File: src/rtl/error_metric_acc.sv
// error_metric_acc: collects error statistics for an approximate adder.
// A run is armed by start and accepts num_samples approx/exact sum pairs.
// Each pair passes a two-stage pipeline: stage 1 forms the error distance,
// stage 2 folds it into the running results. A two-cycle DRAIN lets the last
// pair land before done is raised.
module error_metric_acc #(
  parameter int N     = 16,
  parameter int CNT_W = 24
) (
  input  logic               clk,
  input  logic               rst,
  input  logic               start,
  input  logic [CNT_W-1:0]   num_samples,
  input  logic               in_valid,
  output logic               in_ready,
  input  logic [N-1:0]       approx_s,
  input  logic [N-1:0]       exact_s,
  output logic               busy,
  output logic               done,
  output logic [CNT_W-1:0]   err_count,
  output logic [N+CNT_W-1:0] sum_ed,
  output logic [N-1:0]       max_ed,
  output logic [CNT_W-1:0]   zero_exact_count,
  output logic [CNT_W-1:0]   sample_count
);

  typedef enum logic [1:0] {
    IDLE  = 2'd0,
    RUN   = 2'd1,
    DRAIN = 2'd2,
    DONE  = 2'd3
  } state_t;

  state_t             state_reg;
  logic [CNT_W-1:0]   num_reg;
  logic               drain_cnt_reg;
  logic               in_ready_reg;
  logic               busy_reg;
  logic               done_reg;
  logic [CNT_W-1:0]   sample_count_reg;

  logic               s1_valid_reg;
  logic [N-1:0]       s1_ed_reg;
  logic               s1_mismatch_reg;
  logic               s1_zero_reg;

  logic [CNT_W-1:0]   err_count_reg;
  logic [N+CNT_W-1:0] sum_ed_reg;
  logic [N-1:0]       max_ed_reg;
  logic [CNT_W-1:0]   zero_count_reg;

  logic               accept;
  logic               clear;
  logic [CNT_W-1:0]   sample_count_next;
  logic [N-1:0]       ed_next;

  // in_ready_reg is only ever high in RUN, so it alone qualifies acceptance.
  assign accept            = in_valid && in_ready_reg;
  assign clear             = start && ((state_reg == IDLE) || (state_reg == DONE));
  assign sample_count_next = sample_count_reg + {{(CNT_W-1){1'b0}}, 1'b1};
  assign ed_next           = (approx_s >= exact_s) ? (approx_s - exact_s)
                                                   : (exact_s - approx_s);

  // Run-control FSM with registered handshake/status outputs and sample counter.
  always_ff @(posedge clk or posedge rst) begin
    if (rst) begin
      state_reg        <= IDLE;
      num_reg          <= '0;
      drain_cnt_reg    <= 1'b0;
      in_ready_reg     <= 1'b0;
      busy_reg         <= 1'b0;
      done_reg         <= 1'b0;
      sample_count_reg <= '0;
    end else begin
      case (state_reg)
        IDLE, DONE: begin
          if (start) begin
            num_reg          <= num_samples;
            sample_count_reg <= '0;
            drain_cnt_reg    <= 1'b0;
            if (num_samples == '0) begin
              // Empty run: results are already final (all zero).
              state_reg    <= DONE;
              in_ready_reg <= 1'b0;
              busy_reg     <= 1'b0;
              done_reg     <= 1'b1;
            end else begin
              state_reg    <= RUN;
              in_ready_reg <= 1'b1;
              busy_reg     <= 1'b1;
              done_reg     <= 1'b0;
            end
          end
        end
        RUN: begin
          if (accept) begin
            sample_count_reg <= sample_count_next;
            if (sample_count_next == num_reg) begin
              state_reg     <= DRAIN;
              in_ready_reg  <= 1'b0;
              drain_cnt_reg <= 1'b0;
            end
          end
        end
        DRAIN: begin
          // Two cycles: enough for the final pair to clear both stages.
          if (drain_cnt_reg) begin
            state_reg <= DONE;
            busy_reg  <= 1'b0;
            done_reg  <= 1'b1;
          end else begin
            drain_cnt_reg <= 1'b1;
          end
        end
        default: begin
          state_reg    <= IDLE;
          in_ready_reg <= 1'b0;
          busy_reg     <= 1'b0;
          done_reg     <= 1'b0;
        end
      endcase
    end
  end

  // Stage 1: capture error distance and classification of the accepted pair.
  always_ff @(posedge clk or posedge rst) begin
    if (rst) begin
      s1_valid_reg    <= 1'b0;
      s1_ed_reg       <= '0;
      s1_mismatch_reg <= 1'b0;
      s1_zero_reg     <= 1'b0;
    end else begin
      s1_valid_reg <= accept;
      if (accept) begin
        s1_ed_reg       <= ed_next;
        s1_mismatch_reg <= (approx_s != exact_s);
        s1_zero_reg     <= (exact_s == '0);
      end
    end
  end

  // Stage 2: accumulate results; a new run clears them before any pair arrives.
  always_ff @(posedge clk or posedge rst) begin
    if (rst) begin
      err_count_reg  <= '0;
      sum_ed_reg     <= '0;
      max_ed_reg     <= '0;
      zero_count_reg <= '0;
    end else if (clear) begin
      err_count_reg  <= '0;
      sum_ed_reg     <= '0;
      max_ed_reg     <= '0;
      zero_count_reg <= '0;
    end else if (s1_valid_reg) begin
      err_count_reg  <= err_count_reg + {{(CNT_W-1){1'b0}}, s1_mismatch_reg};
      sum_ed_reg     <= sum_ed_reg + {{CNT_W{1'b0}}, s1_ed_reg};
      zero_count_reg <= zero_count_reg + {{(CNT_W-1){1'b0}}, s1_zero_reg};
      if (s1_ed_reg > max_ed_reg) begin
        max_ed_reg <= s1_ed_reg;
      end
    end
  end

  assign in_ready         = in_ready_reg;
  assign busy             = busy_reg;
  assign done             = done_reg;
  assign sample_count     = sample_count_reg;
  assign err_count        = err_count_reg;
  assign sum_ed           = sum_ed_reg;
  assign max_ed           = max_ed_reg;
  assign zero_exact_count = zero_count_reg;

endmodule

File: config.mk
export PLATFORM = sky130hd
export DESIGN_NAME = error_metric_acc
export DESIGN_NICKNAME = d
export VERILOG_FILES = /design/src/rtl/error_metric_acc.sv
export SDC_FILE = /design/constraint.sdc
export NUM_CORES = 1
export LEC_CHECK = 0
export CAP_MARGIN = 20
export CORE_MARGIN = 2
export CORE_UTILIZATION = 59
export DETAILED_ROUTE_END_ITERATION = 10
export PLACE_DENSITY = 0.87
export SLEW_MARGIN = 10
export SYNTH_ARGS = -nofsm -noshare
export SYNTH_HDL_FRONTEND = slang
export SYNTH_SLANG_ARGS = --single-unit
File: constraint.sdc
create_clock -name clk -period 11.6 [get_ports clk]
set_input_delay 1.74 -clock clk [delete_from_list [all_inputs] [get_ports clk]]
set_output_delay 1.74 -clock clk [all_outputs]
set_load 0.02 [all_outputs]
==> reports/qor.csv <==
metric,value,unit
Via Count,10800,
category of the worst setup path capture point,flip-flop,
Setup Buffers After CTS,0,
"Data required, critical path",11.94,ns
filler cell count,1479,
number of antenna violations at the first check in global routing,0,
clock buffers created by TritonCTS,17,
area of all placed cells without fillers,0.0143,mm2
most common library cell in the layout ignoring fill and taps,clkdlybuf4s50_1,
relative contribution of combinational cells to total power,46.4,%
number of max-cap violations,0,
"top library cells by usage in the layout, fill and taps aside","clkdlybuf4s50_1 (190), nand2_1 (188), dfrtp_1 (177)",
nets in the synthesized netlist,1484,
number of standard cells after synthesis,1350,
worst-case headroom to the max-slew limit,28.8,%
cell-by-cell listing of the critical path,clkdlybuf4s50_1 > inv_1 > ha_1 > a21o_1 > a211o_1 > a221o_1 > nor3b_4 > buf_4 > mux2i_1 > o2bb2ai_1 > o31a_1 > o31ai_1,
Total Neg Setup Slack,0,ns
Post-Synthesis Cell Area,0.0116,mm2
"EDFF count, synth",0,
largest fanout of any net on the critical path,19,
standard-cell row count,51,
worst hold path type,flip-flop to flip-flop,
"Avg Cell Area, Syn",8.62,um2
Crit Path Class,input pin to flip-flop,
I/O pin cnt,191,
Switching Share,43.0,%
number of endpoints with negative hold slack in the final report,0,
vertical die dimension,144,um
"flip-flop count of the largest register, all copies and words added",40,
buffer levels on the longest clock path,2,
fraction of synthesis flops using an asynchronous set or reset pin,100,%
sequential cell area fraction in the yosys report,38.1,%
net total in the final layout,1649,
crit share post-route,45.0,%
actual slew at the worst max-slew pin,1.07,ns
nature of the critical path startpoint,input pin,
CTS sink cnt,177,
unrepaired setup endpoints after global routing,false,
commonest register cell after synthesis,dfrtp_1,
peak supply drop,0.138,mV
power density over the cells,190,mW/mm2
number of design-rule violations left by the first detailed-router iteration,760,
final worst path period need,5.22,ns
Bufs and invs on worst path,3,
ratio of cells with drive above 1 in the final layout,3.93,%
drt total wl,30.6,mm
area of the core region,0.0194,mm2
pin count of the biggest net entering global routing,111,
net switching power,1.17,mW
CTS Hold Buffers Added,0,
via count of the first global-routing pass,9922,
global-route wire length before repair,48.5,mm
CTS tree,yes,
clock-pin slew on the worst setup and hold paths,0.07,ns
share of total power in sequential cells,32.1,%
die width,144,um
count of nets left with antenna violations after detail routing,0,
final weighted congestion in routability-driven placement,0.883,
starting utilization of the core area,60.0,%
first-pass detailed-route iteration total,5,
internal power of the cells,1.55,mW
Skew-Pair Late Insertion Delay,0.44,ns
"Largest stage delay, worst path",0.55,ns
cell class contributing the biggest share of worst-path delay,compound AO/OA/AOI/OAI gates,
number of distinct library cells after synthesis,73,
number of resized instances in the post-cts repair step,0,
number of warnings issued by yosys,0,
count of unresolved DRC violations after routing,0,
final max-slew violation count,0,
clock network fraction of design power,21.5,%
Yosys reg bits,177,
Root Buffer Master,clkbuf_16,
port buffer count,190,
Overflow after GRT,0,
floorplan die area,0.0209,mm2
slowest CP cell,nor3b_4,
number of H-tree branching levels,4,
standby leakage power,6.43,nW
Highest Clock Rate,191,MHz
result of the run,"finished, final reports clean",
count of inserted antenna diode cells,0,
placed wire-length estimate after detailed placement,21.9,mm
Vias/cell,6.01,
arrival time at the worst endpoint,5.57,ns
Final Skew,0.0158,ns
area growth from synthesis to layout,23.2,%
post-placement cell area,0.0137,mm2
total routing usage reported by global routing,29.0,%
final-report setup violation count,0,
average wire length per cell after detail routing,17.1,um
==> cell type report <==
type | count | area (um2) | share of cell area (%)
Multi-Input combinational cell | 1029 | 6630 | 46.3
Sequential cell | 177 | 4430 | 30.9
Timing Repair Buffer | 201 | 1980 | 13.8
Clock buffer | 18 | 439 | 3.06
Inverter | 89 | 339 | 2.37
Tap cell | 265 | 332 | 2.31
Clock inverter | 14 | 175 | 1.22
==> worst min-delay path, stage by stage (launching register included) <==
cell and delay [ns]:
dfrtp_1 0.37, nand2_1 0.05, nand2_1 0.05
==> path summary, 6_finish.rpt <==
path	end	slack [ns]	depth (start not counted)	startpoint
worst max-delay path	s1_ed_reg[12]	6.38	12	approx_s[9]
worst min-delay path	num_reg[18]	0.50	2	num_reg[18]
worst max register to register	state_reg[0]	7.77	9	sample_count[0]
worst min register to register	num_reg[18]	0.50	2	num_reg[18]
max in group asynchronous	max_ed[6]	8.24	3	rst
min in group asynchronous	num_reg[4]	1.91	2	rst
==> power groups by stage <==
stage / Combinational, mW / Clock (mW) / Sequential [mW]
after floorplan: 0.852 / 0 / 0.895
after global placement: 1.20 / 0 / 0.879
after detailed placement: 1.24 / 0 / 0.884
after CTS: 1.25 / 0.593 / 0.875
after global routing: 1.40 / 0.614 / 0.892
final: 1.27 / 0.586 / 0.877
==> synthesized netlist by cell type (9+ instances only) <==
cell type,instances,area [um2]
dfrtp_1,177,4430
and4_1,9,78.8
or3_1,26,163
inv_1,88,330
nor4_1,13,81.3
mux2i_1,39,390
a21o_1,11,82.6
and3_1,20,125
or4_1,12,90.1
nor2b_1,11,68.8
xor2_1,53,464
clkbuf_1,41,154
ha_1,71,888
o21a_1,12,90.1
nand4_1,31,194
a21oi_1,76,380
and2_1,12,75.1
nand3_1,34,170
nand2_1,188,706
o31ai_1,24,180
nor2_1,112,420
xnor2_1,35,307
a31oi_1,9,56.3
o21ai_0,84,420
o211ai_1,17,128
nor3_1,30,150
==> cell families (layout without fill, tap and decap cells) <==
kind of cell	count (synthesis)	count (layout)	synth area share, %
simple gates	523	523	21.8
compound gates	300	300	16.5
xor+xnor	88	88	6.63
buf+inv	144	322	5.00
mux	44	44	3.84
flops	177	177	38.1
fa+ha+maj	74	74	8.15
==> per-layer routing <==
| metal | global-route usage [%] | vias to the layer above | routed length [um] |
|---|---|---|---|
| met3 | 3.74 | 59 | 1940 |
| met5 | 0 | - | 0 |
| li1 | - | 5122 | - |
| met1 | 38.6 | 5187 | 12900 |
| met4 | 10.2 | 0 | 814 |
| met2 | 49.0 | 412 | 14900 |
==> through the flow <==
stage	hold WS (ns)	utilization, %	std cells	setup slack [ns]	total power [mW]
floorplan	0.454	-	1350	5.06	1.75
global placement	0.480	70.6	1758	6.03	2.08
finish	0.504	73.9	1793	6.38	2.73
detailed placement	0.483	70.6	1758	5.94	2.12
global route	0.528	73.9	1793	6.17	2.91
CTS	0.505	73.8	1790	6.42	2.72
(Power assumes the default switching activity.)
